### src/rtl/alu_pkg.sv
// Shared types and named commands for the 74181-style ALU core and its pipeline wrapper.
package alu_pkg;

  typedef struct packed {
    logic c;
    logic v;
    logic n;
    logic z;
  } alu_flags_t;

  typedef struct packed {
    logic [3:0] s;
    logic       cin;
    logic       m;
  } alu_cmd_t;

  // Cin is active-low: a command with cin=0 adds one to the arithmetic result.
  localparam alu_cmd_t CMD_ADD  = 6'b100110;
  localparam alu_cmd_t CMD_ADDC = 6'b100100;
  localparam alu_cmd_t CMD_SUB  = 6'b011000;
  localparam alu_cmd_t CMD_XOR  = 6'b011011;
  localparam alu_cmd_t CMD_XNOR = 6'b100101;

  function automatic logic is_logic_mode(input alu_cmd_t cmd);
    return cmd.m;
  endfunction

endpackage

### src/rtl/alu_core.sv
// Combinational WIDTH-bit 74181-style function unit (active-high data) with C/V/N/Z flag generation.
module alu_core
  import alu_pkg::*;
#(
  parameter int WIDTH = 32
) (
  input  logic [WIDTH-1:0] a,
  input  logic [WIDTH-1:0] b,
  input  alu_cmd_t         cmd,
  output logic [WIDTH-1:0] result,
  output alu_flags_t       flags
);

  localparam int MSB = WIDTH - 1;

  logic [WIDTH-1:0] p_term;
  logic [WIDTH-1:0] g_term;
  logic [WIDTH:0]   sum;
  logic [WIDTH-1:0] logic_res;
  logic             logic_mode;

  // Every arithmetic function is P + G + carry, where S1/S0 pick the OR-like term and S3/S2 the AND-like term.
  always_comb begin
    p_term = a | (b & {WIDTH{cmd.s[0]}}) | (~b & {WIDTH{cmd.s[1]}});
    g_term = (a & b & {WIDTH{cmd.s[3]}}) | (a & ~b & {WIDTH{cmd.s[2]}});
    sum    = {1'b0, p_term} + {1'b0, g_term} + {{WIDTH{1'b0}}, ~cmd.cin};
  end

  always_comb begin
    logic_res = '0;
    case (cmd.s)
      4'b0000: logic_res = ~a;
      4'b0001: logic_res = ~(a | b);
      4'b0010: logic_res = ~a & b;
      4'b0011: logic_res = '0;
      4'b0100: logic_res = ~(a & b);
      4'b0101: logic_res = ~b;
      4'b0110: logic_res = a ^ b;
      4'b0111: logic_res = a & ~b;
      4'b1000: logic_res = ~a | b;
      4'b1001: logic_res = ~(a ^ b);
      4'b1010: logic_res = b;
      4'b1011: logic_res = a & b;
      4'b1100: logic_res = '1;
      4'b1101: logic_res = a | ~b;
      4'b1110: logic_res = a | b;
      4'b1111: logic_res = a;
      default: logic_res = '0;
    endcase
  end

  assign logic_mode = is_logic_mode(cmd);

  // Carry and overflow only exist in arithmetic mode.
  always_comb begin
    result  = logic_mode ? logic_res : sum[MSB:0];
    flags.c = ~logic_mode & sum[WIDTH];
    flags.v = ~logic_mode & (p_term[MSB] == g_term[MSB]) & (sum[MSB] != p_term[MSB]);
    flags.n = result[MSB];
    flags.z = ~|result;
  end

endmodule

### src/rtl/alu_pipe.sv
// STAGES-deep valid/ready pipeline around alu_core with tag sideband and flush.
// Optional ALU_STICKY_EN adds sticky_v/sticky_c accumulators of consumed results, cleared by sticky_clr or flush.
module alu_pipe
  import alu_pkg::*;
#(
  parameter int WIDTH  = 32,
  parameter int STAGES = 2,
  parameter int TAG_W  = 4
) (
  input  logic             clk,
  input  logic             rst,
  input  logic             flush,
  input  logic             in_valid,
  output logic             in_ready,
  input  logic [WIDTH-1:0] opA,
  input  logic [WIDTH-1:0] opB,
  input  logic [3:0]       S,
  input  logic             M,
  input  logic             Cin,
  input  logic [TAG_W-1:0] in_tag,
  output logic             out_valid,
  input  logic             out_ready,
  output logic [WIDTH-1:0] DO,
  output logic             C,
  output logic             V,
  output logic             N,
  output logic             Z,
`ifdef ALU_STICKY_EN
  input  logic             sticky_clr,
  output logic             sticky_v,
  output logic             sticky_c,
`endif
  output logic [TAG_W-1:0] out_tag
);

  localparam int LAST = STAGES - 1;

  typedef struct packed {
    logic [WIDTH-1:0] data;
    alu_flags_t       flags;
    logic [TAG_W-1:0] tag;
  } slot_t;

  alu_cmd_t         core_cmd;
  logic [WIDTH-1:0] core_result;
  alu_flags_t       core_flags;
  slot_t            core_slot;

  slot_t            slot_q [STAGES];
  logic [STAGES-1:0] slot_valid;
  logic [STAGES-1:0] slot_load;
  logic             accept;

  assign core_cmd = {S, Cin, M};

  alu_core #(
    .WIDTH(WIDTH)
  ) u_core (
    .a      (opA),
    .b      (opB),
    .cmd    (core_cmd),
    .result (core_result),
    .flags  (core_flags)
  );

  assign core_slot = {core_result, core_flags, in_tag};

  // A slot may load when it is empty or its content moves on this edge; walking from the output
  // back lets empty slots downstream pull data forward so bubbles collapse.
  always_comb begin : load_chain
    logic downstream;
    downstream = out_ready;
    slot_load  = '0;
    for (int i = LAST; i >= 0; i--) begin
      slot_load[i] = ~slot_valid[i] | downstream;
      downstream   = slot_load[i];
    end
  end

  assign in_ready = ~flush & slot_load[0];
  assign accept   = in_valid & in_ready;

  always_ff @(posedge clk or posedge rst) begin
    if (rst) begin
      slot_valid <= '0;
      for (int i = 0; i < STAGES; i++) begin
        slot_q[i] <= '0;
      end
    end else begin
      if (flush) begin
        slot_valid <= '0;
      end else begin
        if (slot_load[0]) begin
          slot_valid[0] <= in_valid;
        end
        for (int i = 1; i < STAGES; i++) begin
          if (slot_load[i]) begin
            slot_valid[i] <= slot_valid[i-1];
          end
        end
      end
      if (accept) begin
        slot_q[0] <= core_slot;
      end
      for (int i = 1; i < STAGES; i++) begin
        if (slot_load[i] && slot_valid[i-1]) begin
          slot_q[i] <= slot_q[i-1];
        end
      end
    end
  end

  assign out_valid = slot_valid[LAST];
  assign DO        = slot_q[LAST].data;
  assign C         = slot_q[LAST].flags.c;
  assign V         = slot_q[LAST].flags.v;
  assign N         = slot_q[LAST].flags.n;
  assign Z         = slot_q[LAST].flags.z;
  assign out_tag   = slot_q[LAST].tag;

`ifdef ALU_STICKY_EN
  // Clearing takes priority, so a flag arriving in the clearing cycle is dropped.
  always_ff @(posedge clk or posedge rst) begin
    if (rst) begin
      sticky_v <= 1'b0;
      sticky_c <= 1'b0;
    end else if (sticky_clr || flush) begin
      sticky_v <= 1'b0;
      sticky_c <= 1'b0;
    end else if (out_valid && out_ready) begin
      sticky_v <= sticky_v | V;
      sticky_c <= sticky_c | C;
    end
  end
`endif

endmodule
### config.mk
export PLATFORM = sky130hd
export DESIGN_NAME = alu_pipe
export DESIGN_NICKNAME = d
export VERILOG_FILES = /design/src/rtl/alu_pkg.sv /design/src/rtl/alu_core.sv /design/src/rtl/alu_pipe.sv
export SDC_FILE = /design/constraint.sdc
export NUM_CORES = 1
export LEC_CHECK = 0
export ABC_AREA = 1
export BUFFER_PORTS_ARGS = -buffer_cell sky130_fd_sc_hd__buf_2
export CORE_UTILIZATION = 55
export CTS_CLUSTER_DIAMETER = 200
export DETAILED_ROUTE_END_ITERATION = 10
export PLACE_DENSITY = 0.75
export SLEW_MARGIN = 0
export SYNTH_ARGS = -nofsm -noshare
export SYNTH_HDL_FRONTEND = slang
export SYNTH_HIERARCHICAL = 1
export SYNTH_SLANG_ARGS = --single-unit
### constraint.sdc
create_clock -name clk -period 5.3 [get_ports clk]
set_input_delay 0.53 -clock clk [delete_from_list [all_inputs] [get_ports clk]]
set_output_delay 0.53 -clock clk [all_outputs]
set_load 0.02 [all_outputs]
# After elaboration in Yosys (flattened, before gate mapping)
# Cells that the tools add are included.
[totals] word_cells=75 out_inout_bits=42 inputBits=79 register_bits=82
[op_classes] mux=5 n_eq_ne=17 bitwise=31 n_reduce_logical=6 addsub=2
[ops] operator="32-bit one-hot mux with 16 select lines" n=1
[ops] operator="32-bit AND" n=7
[ops] operator="32-bit OR" n=6
[ops] operator="32-bit NOT" n=5
[ops] operator="32-bit by 32-bit adder with 33-bit output" n=1
[ops] operator="33-bit by 1-bit adder with 33-bit output" n=1
[ops] operator="4-bit == test, second input constant" n=8
[ops] operator="32-bit 2-to-1 mux" n=1
[ops] operator="32-bit OR reduction" n=1
[ops] operator="32-bit XOR" n=1
[ops] operator="4-bit by 3-bit == test with 1-bit output, second input constant" n=4
[ops] operator="4-bit by 2-bit == test with 1-bit output, second input constant" n=2
[ops] operator="1-bit AND" n=5
[ops] operator="1-bit NOT" n=5
[ops] operator="4-bit by 1-bit == test with 1-bit output, second input constant" n=1
[ops] operator="4-bit logical NOT" n=1
[ops] operator="2-bit nonzero test" n=2
[ops] operator="1-bit 2-to-1 mux" n=2
[ops] operator="2-bit 2-to-1 mux" n=1
[ops] operator="1-bit OR" n=2
[ops] operator="1-bit == test" n=1
[ops] operator="1-bit logical AND" n=1
[ops] operator="1-bit logical NOT" n=1
[ops] operator="1-bit != test" n=1

# Depth between registers and ports, before layout
[logic_depth] word_depth=9 depth_mapped=26 ltp_nobuf=26

# Modules after synthesis
# The synthesis kept the hierarchy.
[by_module_without_submodules] mod="alu_core" area_per_inst_um2=8623.3 cells_each=1680 instances=1 seq_area_each_um2=0.0
[by_module_without_submodules] mod="alu_pipe" area_per_inst_um2=3603.5 cells_each=400 instances=1 seq_area_each_um2=2052.0

# Worst setup path after synthesis
# No wires, ideal clock.
[synth_timing] kind="input -> register" startpoint="input S[2]" endpoint="register slot_q[44] in the netlist's numbering" setup_slack_ps=2106 t_arrival_ps=3128 required_time_ps=5234 path_stages=26 cell_sequence="buf_2 -> clkbuf_1 -> nand2_1 -> o21ai_0 -> inv_1 -> fa_1 -> inv_1 -> fa_1 -> nand3_1 -> nand3_1 -> nand2_1 -> nand2_1 -> nand2_1 -> nand2_1 -> nand2_1 -> nand2_1 -> nand2_1 -> nand3_1 -> nand2_1 -> nor2_1 -> nand2_1 -> nor2_1 -> nand2_1 -> nor2_1 -> nand4_1 -> nand2_1"
[synth_rtl] element="start: declaration" line="alu_pipe.sv:17" text="input logic [3:0] S,"
[synth_rtl] element="end signal: indexed assignment" line="alu_pipe.sv:107" text="slot_q[i] <= slot_q[i-1];"
[synth_rtl] element="end: declaration" line="alu_pipe.sv:49" text="slot_t slot_q [STAGES];"

==> out/results.txt <==
number of synthesized flops with an enable pin = 0
CP Max Fanout = 25
RSZ-0062 raised after global routing = no
P_int = 1.462 mW
WP buf/inv = 3
Syn Inst Count = 2080
CP delay by family, top = simple AND/OR/NAND/NOR gates
layout cells sized above 1 = 8.594%
FILL cells = 2201
Reg-to-Reg Start = slot_valid[1]
Crit path depth = 23
vias in the first global route = 12350
clock network fraction of design power = 20.4%
Tmin final = 3633 ps
sequential share of the synthesized area = 16.78%
crit path cell chain = buf_2 > nand2_1 > o21ai_0 > inv_1 > fa_1 > inv_1 > fa_1 > nand3_1 > nand3_1 > nand2_1 > nand2_1 > nand2_1 > nand3_1 > nand2_1 > nand3_1 > nand2_1 > nor2_1 > nand2_1 > nor2_1 > nand2_1 > nor2_1 > nand4_1 > nand2_1
final instance count without filler cells = 2386
via/cell ratio = 5.796
slew margin rel. = 20.91%
required time worst endpoint = 5570 ps
crit path capture type = flop
Max-cap violations = 0
Slew Limit Fails = 0
r2r setup slk = 3330 ps
Yosys reg bits = 82
via count = 13830
sequential cell area = 2052 um2
worst setup path endpoint = slot_q[44]
drt wl/cell = 17.56 um
Period Utilization, post-route = 68.54%
mean cell area of the mapped netlist = 5.878 um2
critical path class = primary input to flop
GR Util All Layers = 36.55%
f_max = 275.3 MHz
sw power = 1.159 mW
CTS root buffer = clkbuf_16
Final setup viols = 0
Distinct cells, synth = 36
Hold-fix buffers, CTS = 0
Seq pwr share = 31.3%
final hold vios = 0
most common cell in the netlist = nand2_1
Antenna Diode Count = 0
skew final = 4.091 ps
Net count, final = 2342
status = complete, no violations
Mapped Area = 12230 um2
YS warnings = 6
PwrDens = 203.8 nW/um2
post-synth top area share = 22.56%
DP Wirelength = 30.79 mm
I/O Buffers = 120
Slowest-stage cell, CP = buf_2
FF-to-FF End = slot_q[61]
Slew @ Worst Pin = 1182 ps
DIE AREA = 22830 um2
Syn Nets = 2320
Placed Cells = 2371
Yosys top cell by area = nand2_1
number of clock sinks = 82
drt initial violations = 1407
Critical Path Most Common Cell = nand2_1
ys async rst share = 100.0%
IO Count = 121
Worst IR Drop VDD = 0.1642 mV
CTS tree = done
total grt overflow = 0
area occupied by multi-input gates = 8437 um2
crit path from = S[2]
Core ar. = 21820 um2
first-pass GRT wire length = 64.40 mm
site row count = 54
Synth area leaders = nand2_1, dfrtp_1, ha_1
largest net degree at the start of global routing = 57
Most used DFF post-synth = dfrtp_1
DRC = 0
CTS Buf Count = 9
worst-skew pair later-pin latency = 330 ps
antenna violations before repair = 0
Die X = 151.1 um
gp weighted congestion = 1.001
CP peak stage delay = 480 ps
worst hold path class = primary input to asynchronous set/reset pin
worst endpoint data arrival time = 3900 ps
Layout area overhead = 5.188%
Initial Util = 56.03%
CTS resizes = 0
Comb pwr share = 48.3%
Initial DRT Pass Iterations = 6
TNS Setup = 0 ps
die height = 151.1 um
H-Tree Depth = 3
most instantiated cells after synthesis = nand2_1, inv_1, o21ai_0
worst reg-to-reg path cell count = 4
P_leak = 7.194 nW
antenna viol nets, final = 0
DRT Wirelength = 41.90 mm
switch share = 44.21%
Worst Setup Start Kind = primary input
fin worst setup slack = 1667 ps
clock edge transition at the registers on the reported setup and hold paths = 60 ps
Max Root-Sink Buffers = 2
Setup Buffers After CTS = 0
DP Worst Slack = 1444 ps
## cell usage in the layout (no fill, tap or decap), drive strengths merged, types with 6 or more instances in the layout
master	n
o21ai	170
or2	13
ha	159
a21oi	61
nand3	108
o22ai	67
nor2	137
nand4	81
buf	135
nand2	742
inv	279
nor3	29
nand3b	6
dfrtp	82
clkbuf	12
o21bai	6
## layer usage
layer / part of all wire, % / vias to the layer above / GRT usage (%)
li1: - / 6691 / -
met1: 42 / 6159 / 49.20
met2: 42 / 831 / 56.31
met3: 12 / 148 / 6.325
met4: 4.3 / 0 / 17.60
met5: 0 / - / 0
## power by group through the flow
stage	Clock, mW	Combinational, mW	Sequential [mW]
6_report	0.534	1.27	0.821
5_1_grt	0.569	1.41	0.841
4_1_cts	0.548	1.24	0.821
3_5_place_dp	0	1.24	0.831
3_3_place_gp	0	1.22	0.824
2_1_floorplan	0	0.939	0.819
## area by class of cell
type | count | share of cell area, %
Multi-Input combinational cell | 1594 | 65.60
Clock inverter | 3 | 0.1362
Inverter | 280 | 8.201
Sequential cell | 82 | 15.95
Timing Repair Buffer | 135 | 5.545
Tap cell | 280 | 2.724
Clock buffer | 12 | 1.839
## stage by stage
| step | area [um2] | power [mW] | utilization, % | hold slack (ps) |
|---|---|---|---|---|
| final | 12860 | 2.621 | 58.93 | 184.3 |
| after global routing | 12860 | 2.823 | 58.93 | 231.8 |
| after CTS | 12860 | 2.610 | 58.93 | 190.6 |
| after detailed placement | 12610 | 2.067 | 57.77 | 452.8 |
| after global placement | 12610 | 2.044 | 57.77 | 448.7 |
| after floorplan | 12230 | 1.758 | - | 442.5 |
## worst min-delay path by stage
stage                             to  slack, ps  cells after the start
after floorplan           slot_q[43]        440                      2
after global placement    out_tag[2]        450                      2
after detailed placement           N        450                      2
after CTS                      DO[5]        190                      2
after global routing      slot_q[41]        230                      2
final                     slot_q[41]        180                      2
## cell families after synthesis
group | after synthesis | share of synthesized area [%]
simple gates | 1121 | 38.46
xor+xnor | 2 | 0.1433
fa+ha+maj | 161 | 16.60
compound gates | 310 | 13.64
buf+inv | 404 | 14.38
flops | 82 | 16.78
## sequential cells by signal, summed over array words and instances (netlist names)
register,flops
V,1
slot_valid,2
DO,32
Z,1
slot_q,40
out_tag,4
N,1
C,1
Note: power is estimated with default switching activity, not from simulation.
